### src/rtl/mem_pkg.sv
// Shared types and defaults for the load/store memory port arbiter.
package mem_pkg;

  localparam int unsigned TAG_W          = 6;
  localparam int unsigned DEF_ADDR_LIMIT = 1024;

  typedef enum logic {
    IDLE = 1'b0,
    RESP = 1'b1
  } arb_state_e;

endpackage

### src/rtl/mem_addr_check.sv
// Flags a word access that is misaligned or runs past the end of data memory.
module mem_addr_check
  import mem_pkg::*;
#(
  parameter int unsigned ADDR_LIMIT = DEF_ADDR_LIMIT
) (
  input  logic [31:0] addr,
  output logic        bad
);

  localparam logic [31:0] LAST_WORD = 32'(ADDR_LIMIT - 4);

  assign bad = (addr[1:0] != 2'b00) || (addr > LAST_WORD);

endmodule

### src/rtl/mem_port_arbiter.sv
// Single-port data-memory arbiter: loads beat stores except on a same-word RAW hazard.
// Optional store starvation guard enabled with STARVE_GUARD_EN.
module mem_port_arbiter
  import mem_pkg::*;
#(
  parameter int unsigned ADDR_LIMIT   = DEF_ADDR_LIMIT,
  parameter int unsigned STARVE_LIMIT = 4
) (
  input  logic             clk,
  input  logic             rst,
  input  logic             ld_valid,
  output logic             ld_ready,
  input  logic [31:0]      ld_addr,
  input  logic [TAG_W-1:0] ld_tag,
  input  logic             st_valid,
  output logic             st_ready,
  input  logic [31:0]      st_addr,
  input  logic [31:0]      st_data,
  input  logic             flush,
  output logic             resp_valid,
  output logic [TAG_W-1:0] resp_tag,
  output logic [31:0]      resp_data,
  output logic             resp_err,
  output logic [31:0]      mem_address,
  output logic             mem_read,
  output logic             mem_write,
  output logic [31:0]      mem_wdata,
  input  logic [31:0]      mem_rdata
);

  arb_state_e       state_q, state_d;
  logic [TAG_W-1:0] resp_tag_q, resp_tag_d;
  logic             resp_err_q, resp_err_d;

  logic ld_bad, st_bad;
  logic same_word, st_win, blocked;
  logic starve_force;

  mem_addr_check #(.ADDR_LIMIT(ADDR_LIMIT)) u_ld_chk (.addr(ld_addr), .bad(ld_bad));
  mem_addr_check #(.ADDR_LIMIT(ADDR_LIMIT)) u_st_chk (.addr(st_addr), .bad(st_bad));

  assign same_word = (ld_addr[31:2] == st_addr[31:2]);

`ifdef STARVE_GUARD_EN
  localparam logic [2:0] STARVE_TC = 3'(STARVE_LIMIT);

  logic [2:0] starve_cnt_q, starve_cnt_d;

  assign starve_force = (starve_cnt_q >= STARVE_TC);

  always_comb begin
    starve_cnt_d = starve_cnt_q;
    if (!st_valid || st_ready) begin
      starve_cnt_d = 3'd0;
    end else if (ld_ready && (starve_cnt_q != 3'd7)) begin
      starve_cnt_d = starve_cnt_q + 3'd1;
    end
  end

  always_ff @(posedge clk or posedge rst) begin
    if (rst) starve_cnt_q <= 3'd0;
    else     starve_cnt_q <= starve_cnt_d;
  end
`else
  assign starve_force = 1'b0;
`endif

  // A same-word store must land before the load reads, or the load sees stale data.
  always_comb begin
    blocked  = rst || flush;
    st_win   = st_valid && (!ld_valid || same_word || starve_force);
    ld_ready = ld_valid && !st_win && !blocked;
    st_ready = st_win && !blocked;
  end

  always_comb begin
    mem_read    = ld_ready && !ld_bad;
    mem_write   = st_ready && !st_bad;
    mem_address = 32'h0;
    mem_wdata   = 32'h0;
    if (mem_read) begin
      mem_address = ld_addr;
    end else if (mem_write) begin
      mem_address = st_addr;
      mem_wdata   = st_data;
    end
  end

  always_comb begin
    state_d    = state_q;
    resp_tag_d = resp_tag_q;
    resp_err_d = 1'b0;
    if (ld_ready) begin
      resp_tag_d = ld_tag;
      resp_err_d = ld_bad;
    end
    case (state_q)
      IDLE:    if (ld_ready) state_d = RESP;
      RESP:    state_d = ld_ready ? RESP : IDLE;
      default: state_d = IDLE;
    endcase
  end

  always_ff @(posedge clk or posedge rst) begin
    if (rst) begin
      state_q    <= IDLE;
      resp_tag_q <= '0;
      resp_err_q <= 1'b0;
    end else begin
      state_q    <= state_d;
      resp_tag_q <= resp_tag_d;
      resp_err_q <= resp_err_d;
    end
  end

  // Memory read data arrives one cycle after mem_read, lining up with RESP.
  assign resp_valid = (state_q == RESP) && !flush;
  assign resp_tag   = resp_tag_q;
  assign resp_err   = resp_err_q;
  assign resp_data  = resp_err_q ? 32'h0 : mem_rdata;

endmodule
### config.mk
export PLATFORM = sky130hd
export DESIGN_NAME = mem_port_arbiter
export DESIGN_NICKNAME = d
export VERILOG_FILES = /design/src/rtl/mem_pkg.sv /design/src/rtl/mem_addr_check.sv /design/src/rtl/mem_port_arbiter.sv
export SDC_FILE = /design/constraint.sdc
export NUM_CORES = 1
export LEC_CHECK = 0
export BUFFER_PORTS_ARGS = -buffer_cell sky130_fd_sc_hd__buf_2
export CORE_AREA = 2 2 94 96
export DETAILED_ROUTE_END_ITERATION = 7
export DIE_AREA = 0 0 96 98
export PLACE_DENSITY = 0.62
export RECOVER_POWER = 50
export SYNTH_ARGS = -nofsm -noshare
export SYNTH_HDL_FRONTEND = slang
export SYNTH_SLANG_ARGS = --single-unit
### constraint.sdc
create_clock -name clk -period 2.7 [get_ports clk]
set_clock_uncertainty 0.05 [all_clocks]
set_input_delay 0.675 -clock clk [delete_from_list [all_inputs] [get_ports clk]]
set_output_delay 0.675 -clock clk [all_outputs]
set_load 0.02 [all_outputs]
==> metrics.txt, run 1 <==
IO buf count=222; Yosys warning total=0; Slew @ Worst Pin=0.573 ns; # setup viols final=43; final core utilization=44.8%; largest net degree at the start of global routing=34; Row Count=34; Hold Crit Class=reg -> reg; Synth area leader=xnor2_1; DRC=0; Primary FF master, synth=dfrtp_1; Final Hold Viols=0; Post-Layout Cell Count=553; final setup TNS=-9.15 ns; WL final=7760 um; Synth cell types=26; CTS root buffer=clkbuf_8; Antenna Nets Post-Route=0; switch share=39.9%; Flop pwr share=19.0%; Comb power frac=62.1%; io pins=247; type of destination of the critical path=output pin; Tcrit/Tclk final=110%; Area Growth Syn to Fin=131%; CTS Buf Count=3; min Tclk post-route=2.97 ns; via/cell ratio=4.32; Total GRT Usage=14.0%; H-tree depth=1; number of synthesized register bits=8; Post-synth EDFFs=0; DR pass1 iterations=3; internal power=0.000466 W; Post-CTS Hold Fix Bufs=0; routed via count=2,387; hold depth=1; Clock Sinks=8; Post-Place Cells=548; register area share after synthesis=12.2%; # nets final=586; Post-Syn Instances=208; static leakage=1.87 nW; WP data required=1.98 ns; WP data arrival=2.24 ns; PwrDens=204 nW/um^2; Psw=0.000309 W; area share of the largest cell type after synthesis=16.0%; share of layout cells above drive strength 1=67.4%; Multi-input gate area=1750 sq um; critical path launch point type=input pin; Seq. cell area=200 sq um; First DRT Iteration DRCs=24; diode count=0; maxcap violations=0; RSZ-0062 raised after global routing=true; Place WS=-0.378 ns; Filler Cell Count=823; VDD IR max=0.141 mV; Worst-path clk slew=0.04 ns; setup slack after layout=-0.265 ns; clock network fraction of total power=18.9%; die span in x=96 um; vias in the first global route=2,236; initial antenna violation count=0; clk_lat worst skew=0.23 ns; core area=8470 sq um; HPWL Detailed=6340 um; Async S/R FF share, synth=100%; initial core utilization=19.4%; Die Area=9410 sq um; grt ovf=0; CTS tree=done; synth cell count leaders=nor2b_1 (34), xnor2_1 (30), nor3b_1 (28); synthesized cell area=1640 sq um; R2R cell count=1; FMAX=337 MHz; Vert. Die Dim=98 um; Syn Area/Cell=7.89 sq um; Clock Tree Buf Depth=2; average wire per standard cell=14.0 um; first-pass GRT wire length=10,500 um; ranking of synthesized cells by area=xnor2_1 (16%), nor2b_1 (13%), nor3b_1 (13%); failing checks=negative setup slack; outcome=complete, but fails checks; Crit Path Class=in -> out; most common cell in the netlist=nor2b_1; global placer's final weighted congestion=0.886; critical path peak fanout=19; Rel. slew slack=61.8%; max-slew violation count=0
-- cells in the final DEF (no fill, tap or decap), types with 3 or more instances in the layout --
cell / n
buf_12: 4
nor3b_4: 21
mux2i_2: 4
nor2b_1: 34
nand2_1: 18
nand4_1: 9
xnor2_1: 16
conb_1: 24
clkbuf_8: 3
dfrtp_1: 8
mux2_2: 6
buf_4: 35
buf_8: 3
nor4_1: 5
nor2_1: 3
mux2i_1: 4
nor4_2: 9
buf_2: 144
buf_6: 38
clkbuf_1: 19
xnor2_2: 12
nor3b_2: 11
-- worst max-delay path: stages --
cell     delay [ns]
buf_2          0.12
xnor2_1        0.20
nand4_1        0.15
nor4_2         0.26
buf_4          0.16
a21oi_4        0.09
buf_12         0.19
nor3b_4        0.22
buf_6          0.14
-- flip-flops by register name (all words and copies together) (netlist names) --
name	flops
resp_err	1
resp_tag	6
state_q	1
-- repair_timing --
item	CTS	global route
endpoints found under the setup margin	44	43
gates cloned	0	2
buffers inserted	0	1
endpoints found under the hold margin	0	0
gates resized for setup	87	40
pin swaps	1	9
-- cell families after synthesis --
group,after synthesis,synth area share (%)
buffers and inverters,36,15.6
other,1,0.228
AOI/OAI and AO/OA,3,1.52
muxes,14,8.99
xor gates and xnor gates,30,16.0
DFF,8,12.2
and+or+nand+nor,116,45.4
-- area by class of cell --
type / count / area share (%)
clock buffer: 3 / 1.09
inverter: 1 / 0.0989
multi-input combinational: 187 / 46.1
sequential: 8 / 5.28
tap: 108 / 3.56
timing repair buffer: 246 / 43.8
-- routing by layer --
| metal | wire, um | global-route usage [%] | vias to the layer above |
|---|---|---|---|
| met3 | 592 | 1.31 | 12 |
| met5 | 0 | 0 | - |
| met4 | 125 | 4.84 | 0 |
| met1 | 2760 | 14.5 | 1096 |
| li1 | - | - | 1149 |
| met2 | 4290 | 28.2 | 130 |
-- stage by stage --
step           power (W)  hold slack [ns]  area, sq um
3_5_place_dp    0.000588            0.440         3230
4_1_cts         0.000766            0.449         3600
6_report        0.000775            0.453         3790
5_1_grt         0.000820            0.470         3790
3_3_place_gp    0.000581            0.437         3230
2_1_floorplan   0.000408            0.441         2020
-- final timing paths --
check	to	slack (ns)	start
worst max-delay path	mem_wdata[20]	-0.27	st_addr[17]
worst min-delay path	resp_tag[0]	0.45	resp_tag[0]
worst max register to register	resp_tag[3]	1.89	resp_tag[3]
worst min register to register	resp_tag[0]	0.45	resp_tag[0]
max in group asynchronous	resp_tag[1]	1.87	rst
min in group asynchronous	state_q	0.49	rst
-- power groups by stage --
stage | clock network (W) | registers (W) | logic [W]
6_report | 0.000146 | 0.000147 | 0.000481
5_1_grt | 0.000158 | 0.000150 | 0.000512
4_1_cts | 0.000150 | 0.000147 | 0.000469
3_5_place_dp | 0 | 0.000149 | 0.000439
3_3_place_gp | 0 | 0.000147 | 0.000434
2_1_floorplan | 0 | 0.000171 | 0.000237
(Power assumes the default switching activity.)
==> run 2, diff against run 1 <==
--- a/config.mk
+++ b/config.mk
@@ -13,2 +13,3 @@
 export RECOVER_POWER = 50
+export SKIP_LAST_GASP = 1
 export SYNTH_ARGS = -nofsm -noshare
--- a/constraint.sdc
+++ b/constraint.sdc
@@ -4,2 +4,2 @@
 set_output_delay 0.675 -clock clk [all_outputs]
-set_load 0.02 [all_outputs]
+set_load 0.01 [all_outputs]
==> run 2 against run 1 <==
  * The flow still finishes with violations (negative setup slack)
  * Design area decreased by 7.9%
  * Critical path type unchanged
  * Sequential power hardly changed
  * Flip-flop and latch count did not move
  * Clock-buffer cell count did not move
  * Worst hold slack got worse by 0.00061 ns
  * Die area is the same
  * Fmax up 0.58%
  * Critical path depth fell by 1
  * Combinational power down 13%
==> metrics.txt, run 2 (same netlist as run 1, synthesis figures left out) <==
outcome=complete, but fails checks; failing checks=negative setup slack; die span in x=96 um (unchanged); Metal-1 WL=2750 um (-0.29%); share of layout cells above drive strength 1=63.8% (-3.6 points); Vert. Die Dim=98 um (unchanged); HPWL Detailed=6570 um (+3.7%); CTS root buffer=clkbuf_8; Area Growth Syn to Fin=113%; average wire per standard cell=14.4 um (+2.8%); DR pass1 iterations=4 (+1); routed wl met3=582 um (-1.7%); critical path peak fanout=17 (-2); max-slew violation count=0 (unchanged); Final Hold Viols=0 (unchanged); initial antenna violation count=0 (unchanged); DP Area=2940 sq um (-8.9%); VDD IR max=0.137 mV (-2.9%); WP data required=1.98 ns (about the same); max reg flops=6 (unchanged); IO buf count=222 (unchanged); Antenna Nets Post-Route=0 (unchanged); DRC=0 (unchanged); H-tree depth=1 (unchanged); via/cell ratio=4.28 (-0.85%); grt ovf=0 (unchanged); commonest non-fill, non-tap cell in the layout=buf_2; Clock Tree Buf Depth=2 (unchanged); commonest non-fill, non-tap cells in the layout=buf_2 (182), nor2b_1 (34), conb_1 (24); # setup viols final=43 (unchanged); diode count=0 (unchanged); WP data arrival=2.22 ns (-0.02 ns); Clock Sinks=8 (unchanged); vias in the first global route=2,338 (+4.6%); Rel. slew slack=61.1% (-0.67 points); # nets final=594 (+1.4%); Hold WS=0.452 ns (-0.000607 ns); clk_lat worst skew=0.22 ns (about the same); Row Count=34 (unchanged); FMAX=339 MHz (+0.58%); First DRT Iteration DRCs=42 (+75%); PwrDens=202 nW/um^2 (-0.99%); core area=8470 sq um (unchanged); setup slack after layout=-0.248 ns (+0.0172 ns); type of destination of the critical path=output pin; CTS tree=done; Worst-path clk slew=0.04 ns (about the same); routed via count=2,401 (+0.59%); Total GRT Usage=14.9% (+0.88 points); RSZ-0062 raised after global routing=true; critical path launch point type=input pin; WL final=8090 um (+4.3%); maxcap violations=0 (unchanged); largest net degree at the start of global routing=34 (unchanged); final core utilization=41.3% (-3.5 points); Slew @ Worst Pin=0.583 ns (+0.0100 ns); post-route cell area=3490 sq um (-7.9%); min Tclk post-route=2.95 ns (-0.0172 ns); static leakage=1.76 nW (-6.1%); Highest Signal Layer=met4; io pins=247 (unchanged); global placer's final weighted congestion=0.917 (+3.5%); Place WS=-0.394 ns (-0.0160 ns); DR WL met2=4650 um (+8.5%); Die Area=9410 sq um (unchanged); Crit Path Class=in -> out; first-pass GRT wire length=11,100 um (+5.5%); Tcrit/Tclk final=109% (-0.64 points); Hold Crit Class=reg -> reg; initial core utilization=19.4% (unchanged); CTS Buf Count=3 (unchanged)
[run 2: changes by cell type in the layout (fill, tap and decap cells not counted), moves of 12 or more]
cell and change:
buf_2 +38, buf_6 -20, buf_4 -12, nor3b_4 -20, nor3b_1 +17
[run 2: routing by layer]
metal | vias to the layer above | global-route usage (%)
met5 | - | 0
met1 | 1094 | 15.0
li1 | 1160 | -
met2 | 139 | 31.3
met4 | 0 | 3.52
met3 | 8 | 1.23
[run 2: final timing paths]
check / start / end / slack [ns] / depth (start not counted)
max reg2reg: resp_tag[5] / resp_tag[5] / 1.89 / 1
max: st_addr[21] / mem_wdata[25] / -0.25 / 8
min reg2reg: resp_tag[1] / resp_tag[1] / 0.45 / 1
max in group asynchronous: rst / resp_tag[4] / 1.91 / 3
min: resp_tag[1] / resp_tag[1] / 0.45 / 1
min in group asynchronous: rst / resp_err / 0.46 / 3
[run 2: where the power goes]
| part | leakage, nW | total, W | internal, W | switching, W |
|---|---|---|---|---|
| sequential | 0.0979 | 0.000147 | 0.000139 | 0.00000869 |
| combinational | 1.64 | 0.000420 | 0.000226 | 0.000194 |
| clock | 0.0216 | 0.000139 | 0.0000962 | 0.0000426 |
[run 2: timing repair]
item | CTS | global route
resized for setup | 46 | 43
setup buffers | 3 | 1
gates cloned | 2 | 2
setup endpoints to repair | 43 | 43
pin swaps | 11 | 7
hold buffers | 0 | 0
[run 2: cell type report]
cell class              count  area, sq um
well taps                 108          135
inverters                   1         3.75
multi-input cells         187         1560
repair buffers            254         1550
fillers                   869         4970
clock buffers               3         41.3
flip-flops and latches      8          200
[run 2: per-stage QoR]
| step | cells | setup TNS [ns] | power (W) |
|---|---|---|---|
| 2_1_floorplan | 231 | -0.752 | 0.000334 |
| 3_3_place_gp | 551 | -8.41 | 0.000504 |
| 3_5_place_dp | 551 | -9.06 | 0.000509 |
| 4_1_cts | 559 | -6.32 | 0.000694 |
| 5_1_grt | 561 | -12.64 | 0.000755 |
| 6_report | 561 | -7.34 | 0.000706 |
[run 2: critical path, cell delays in order]
cell and delay, ns:
buf_8 0.10, buf_4 0.13, nor4_4 0.25, nand4_1 0.19, or2_4 0.32, buf_12 0.17, nor3b_1 0.21, buf_2 0.17
==> run 3, diff against run 2 <==
CORE_AREA = 2 2 95 97   (was 2 2 94 96)
DIE_AREA = 0 0 97 99   (was 0 0 96 98)
PLACE_DENSITY = 0.64   (was 0.62)
SYNTH_HIERARCHICAL = 1   (was unset)
==> run 3 against run 2 <==
  * The flow still finishes with violations (negative setup slack)
  * Global-route usage is 8.4 points higher
  * Critical path depth up 3
  * Design area up 59%
  * Power increased by 27%
  * Highest routed layer unchanged
  * Cell count increased by 23%
  * Critical path type unchanged
  * Utilization grew 24 points
  * Via count up 44%
==> metrics.txt, run 3 <==
outcome=complete, but fails checks; failing checks=negative setup slack; commonest non-fill, non-tap cells in the layout=buf_2 (207), buf_4 (59), inv_1 (34); io pins=247 (unchanged); # setup viols final=68 (+58%); largest net degree at the start of global routing=34 (unchanged); Post-CTS Hold Fix Bufs=0 (unchanged); CTS Buf Count=3 (unchanged); Clock Tree Buf Depth=2 (unchanged); First DRT Iteration DRCs=98 (+130%); syn_nets=413; initial antenna violation count=1 (+1); Tcrit/Tclk final=124% (+15 points); maxcap violations=0 (unchanged); vias in the first global route=3,648 (+56%); Synth cell types=21 (-19%); Psw=0.000356 W (+45%); clk_lat worst skew=0.22 ns (about the same); Flop pwr share=16.4% (-4.5 points); core area=8550 sq um (+1.0%); die span in x=97 um (+1.0%); clock network fraction of total power=15.9% (-3.7 points); type of destination of the critical path=output pin; Slew @ Worst Pin=0.588 ns (+0.00544 ns); internal power=0.000544 W (+18%); DR pass1 iterations=4 (unchanged); initial core utilization=22.5% (+3.1 points); WL final=12,500 um (+54%); first-pass GRT wire length=18,500 um (+68%); Primary FF master, synth=dfrtp_1; Post-Syn Instances=274 (+32%); Yosys warning total=6 (+6); Total GRT Usage=23.3% (+8.4 points); Hold Crit Class=in -> async; Crit Path Class=in -> out; met3 usage=4.40% (+3.2 points); Clock Sinks=8 (unchanged); Vert. Die Dim=99 um (+1.0%); Antenna Nets Post-Route=0 (unchanged); met2 Resource Use GR=42.6% (+11 points); critical path launch point type=input pin; Row Count=34 (unchanged); # nets final=720 (+21%); HPWL Detailed=8800 um (+34%); area share of the largest cell type after synthesis=14.6% (-1.4 points); max-slew violation count=0 (unchanged); Die Area=9600 sq um (+2.1%); Syn Area/Cell=7.02 sq um (-11%); number of synthesized register bits=8 (unchanged); PwrDens=162 nW/um^2 (-20%); ranking of synthesized cells by area=o32ai_1 (15%), xor2_1 (14%), nor4b_1 (12%); H-tree depth=1 (unchanged); via/cell ratio=5.02 (+17%); DRC=0 (unchanged); synth cell count leaders=inv_1 (35), nand2_1 (35), nor2b_1 (33); most used routing layer=met2; max reg flops=6 (unchanged); M1 GR Usage=28.0% (+13 points); Area Growth Syn to Fin=189%; synthesized cell area=1920 sq um (+17%); Place WS=-0.858 ns (-0.464 ns); Rel. slew slack=60.8% (-0.36 points); Post-synth EDFFs=0 (unchanged); WP data required=1.98 ns (about the same); FMAX=298 MHz (-12%); grt ovf=0 (unchanged); RSZ-0062 raised after global routing=true; static leakage=2.86 nW (+63%); routed via count=3,455 (+44%); Comb power frac=67.7% (+8.2 points); WP data arrival=2.63 ns (+0.41 ns); CTS root buffer=clkbuf_8; commonest non-fill, non-tap cell in the layout=buf_2; IO buf count=246 (+11%); final core utilization=65.0% (+24 points); min Tclk post-route=3.36 ns (+0.412 ns); switch share=39.6% (+4.8 points); Async S/R FF share, synth=100% (unchanged); Worst-path clk slew=0.04 ns (about the same); critical path peak fanout=8 (-9); Final Hold Viols=0 (unchanged); Synth area leader=o32ai_1; CTS tree=done; global placer's final weighted congestion=0.844 (-8.0%); Filler Cell Count=696 (-20%); setup slack after layout=-0.660 ns (-0.412 ns); register area share after synthesis=10.4% (-1.8 points); average wire per standard cell=18.1 um (+25%); share of layout cells above drive strength 1=75.5% (+12 points); VDD IR max=0.145 mV (+6.5%)
run 3: path summary, 6_finish.rpt:
path / start / endpoint / slack, ns / cells after the start
max: st_addr[14] / mem_address[30] / -0.66 / 11
min: rst / resp_tag[0] / 0.41 / 2
max reg2reg: resp_tag[2] / resp_tag[2] / 1.89 / 1
min reg2reg: resp_tag[5] / resp_tag[5] / 0.46 / 1
max in group asynchronous: rst / resp_tag[1] / 1.94 / 2
min in group clk: resp_tag[5] / resp_tag[5] / 0.46 / 1
run 3: cell families (layout without fill, tap and decap cells):
group	Yosys count	count (layout)	share of synthesized area, %
simple gates	133	133	44.4
buf+inv	63	368	12.6
compound gates	34	34	15.4
xor+xnor	30	30	13.7
flops	8	8	10.4
mux	6	6	3.51
other cells	0	1	0
run 3: power by group through the flow:
stage | registers (W) | clock network, W | logic (W)
after floorplan | 0.000157 | 0 | 0.000206
after global placement | 0.000147 | 0 | 0.000470
after detailed placement | 0.000148 | 0 | 0.000475
after CTS | 0.000147 | 0.000149 | 0.000574
after global routing | 0.000150 | 0.000158 | 0.000645
final | 0.000148 | 0.000143 | 0.000609
run 3: what timing repair did:
item / CTS / global route
endpoints found under the hold margin: 0 / 0
buffers inserted: 13 / 2
pin swaps: 33 / 29
gates cloned: 11 / 2
resized for setup: 86 / 50
setup endpoints to repair: 68 / 68
run 3: worst max-delay path, cell delays in order:
cell     delay (ns)
buf_2          0.13
nor4_1         0.42
and4_4         0.32
nand3_4        0.09
nor4b_4        0.24
buf_4          0.20
buf_12         0.11
buf_16         0.12
nand2_1        0.07
o32ai_2        0.09
buf_2          0.17
run 3: layout make-up:
class / count / area, sq um / area share [%]
Antenna cell: 1 / 2.50 / 0.0450
Clock buffer: 3 / 41.3 / 0.743
Inverter: 35 / 134 / 2.41
Multi-Input combinational cell: 203 / 2670 / 48.0
Sequential cell: 8 / 200 / 3.60
Tap cell: 108 / 135 / 2.43
Timing Repair Buffer: 330 / 2380 / 42.8
run 3: routing by layer:
metal / up-vias / part of all wire, %
li1: 1593 / -
met1: 1633 / 39
met2: 200 / 51
met3: 29 / 7.8
met4: 0 / 2.8
met5: - / 0
run 3: stage by stage:
step | TNS, ns | hold WS, ns | instances | area [sq um] | power, W
global route | -45.01 | 0.455 | 688 | 5560 | 0.000953
CTS | -38.40 | 0.393 | 683 | 5270 | 0.000870
global placement | -50.97 | 0.436 | 659 | 4480 | 0.000617
floorplan | -8.35 | 0.441 | 274 | 2770 | 0.000364
detailed placement | -52.23 | 0.443 | 659 | 4480 | 0.000623
finish | -40.53 | 0.409 | 688 | 5560 | 0.000900
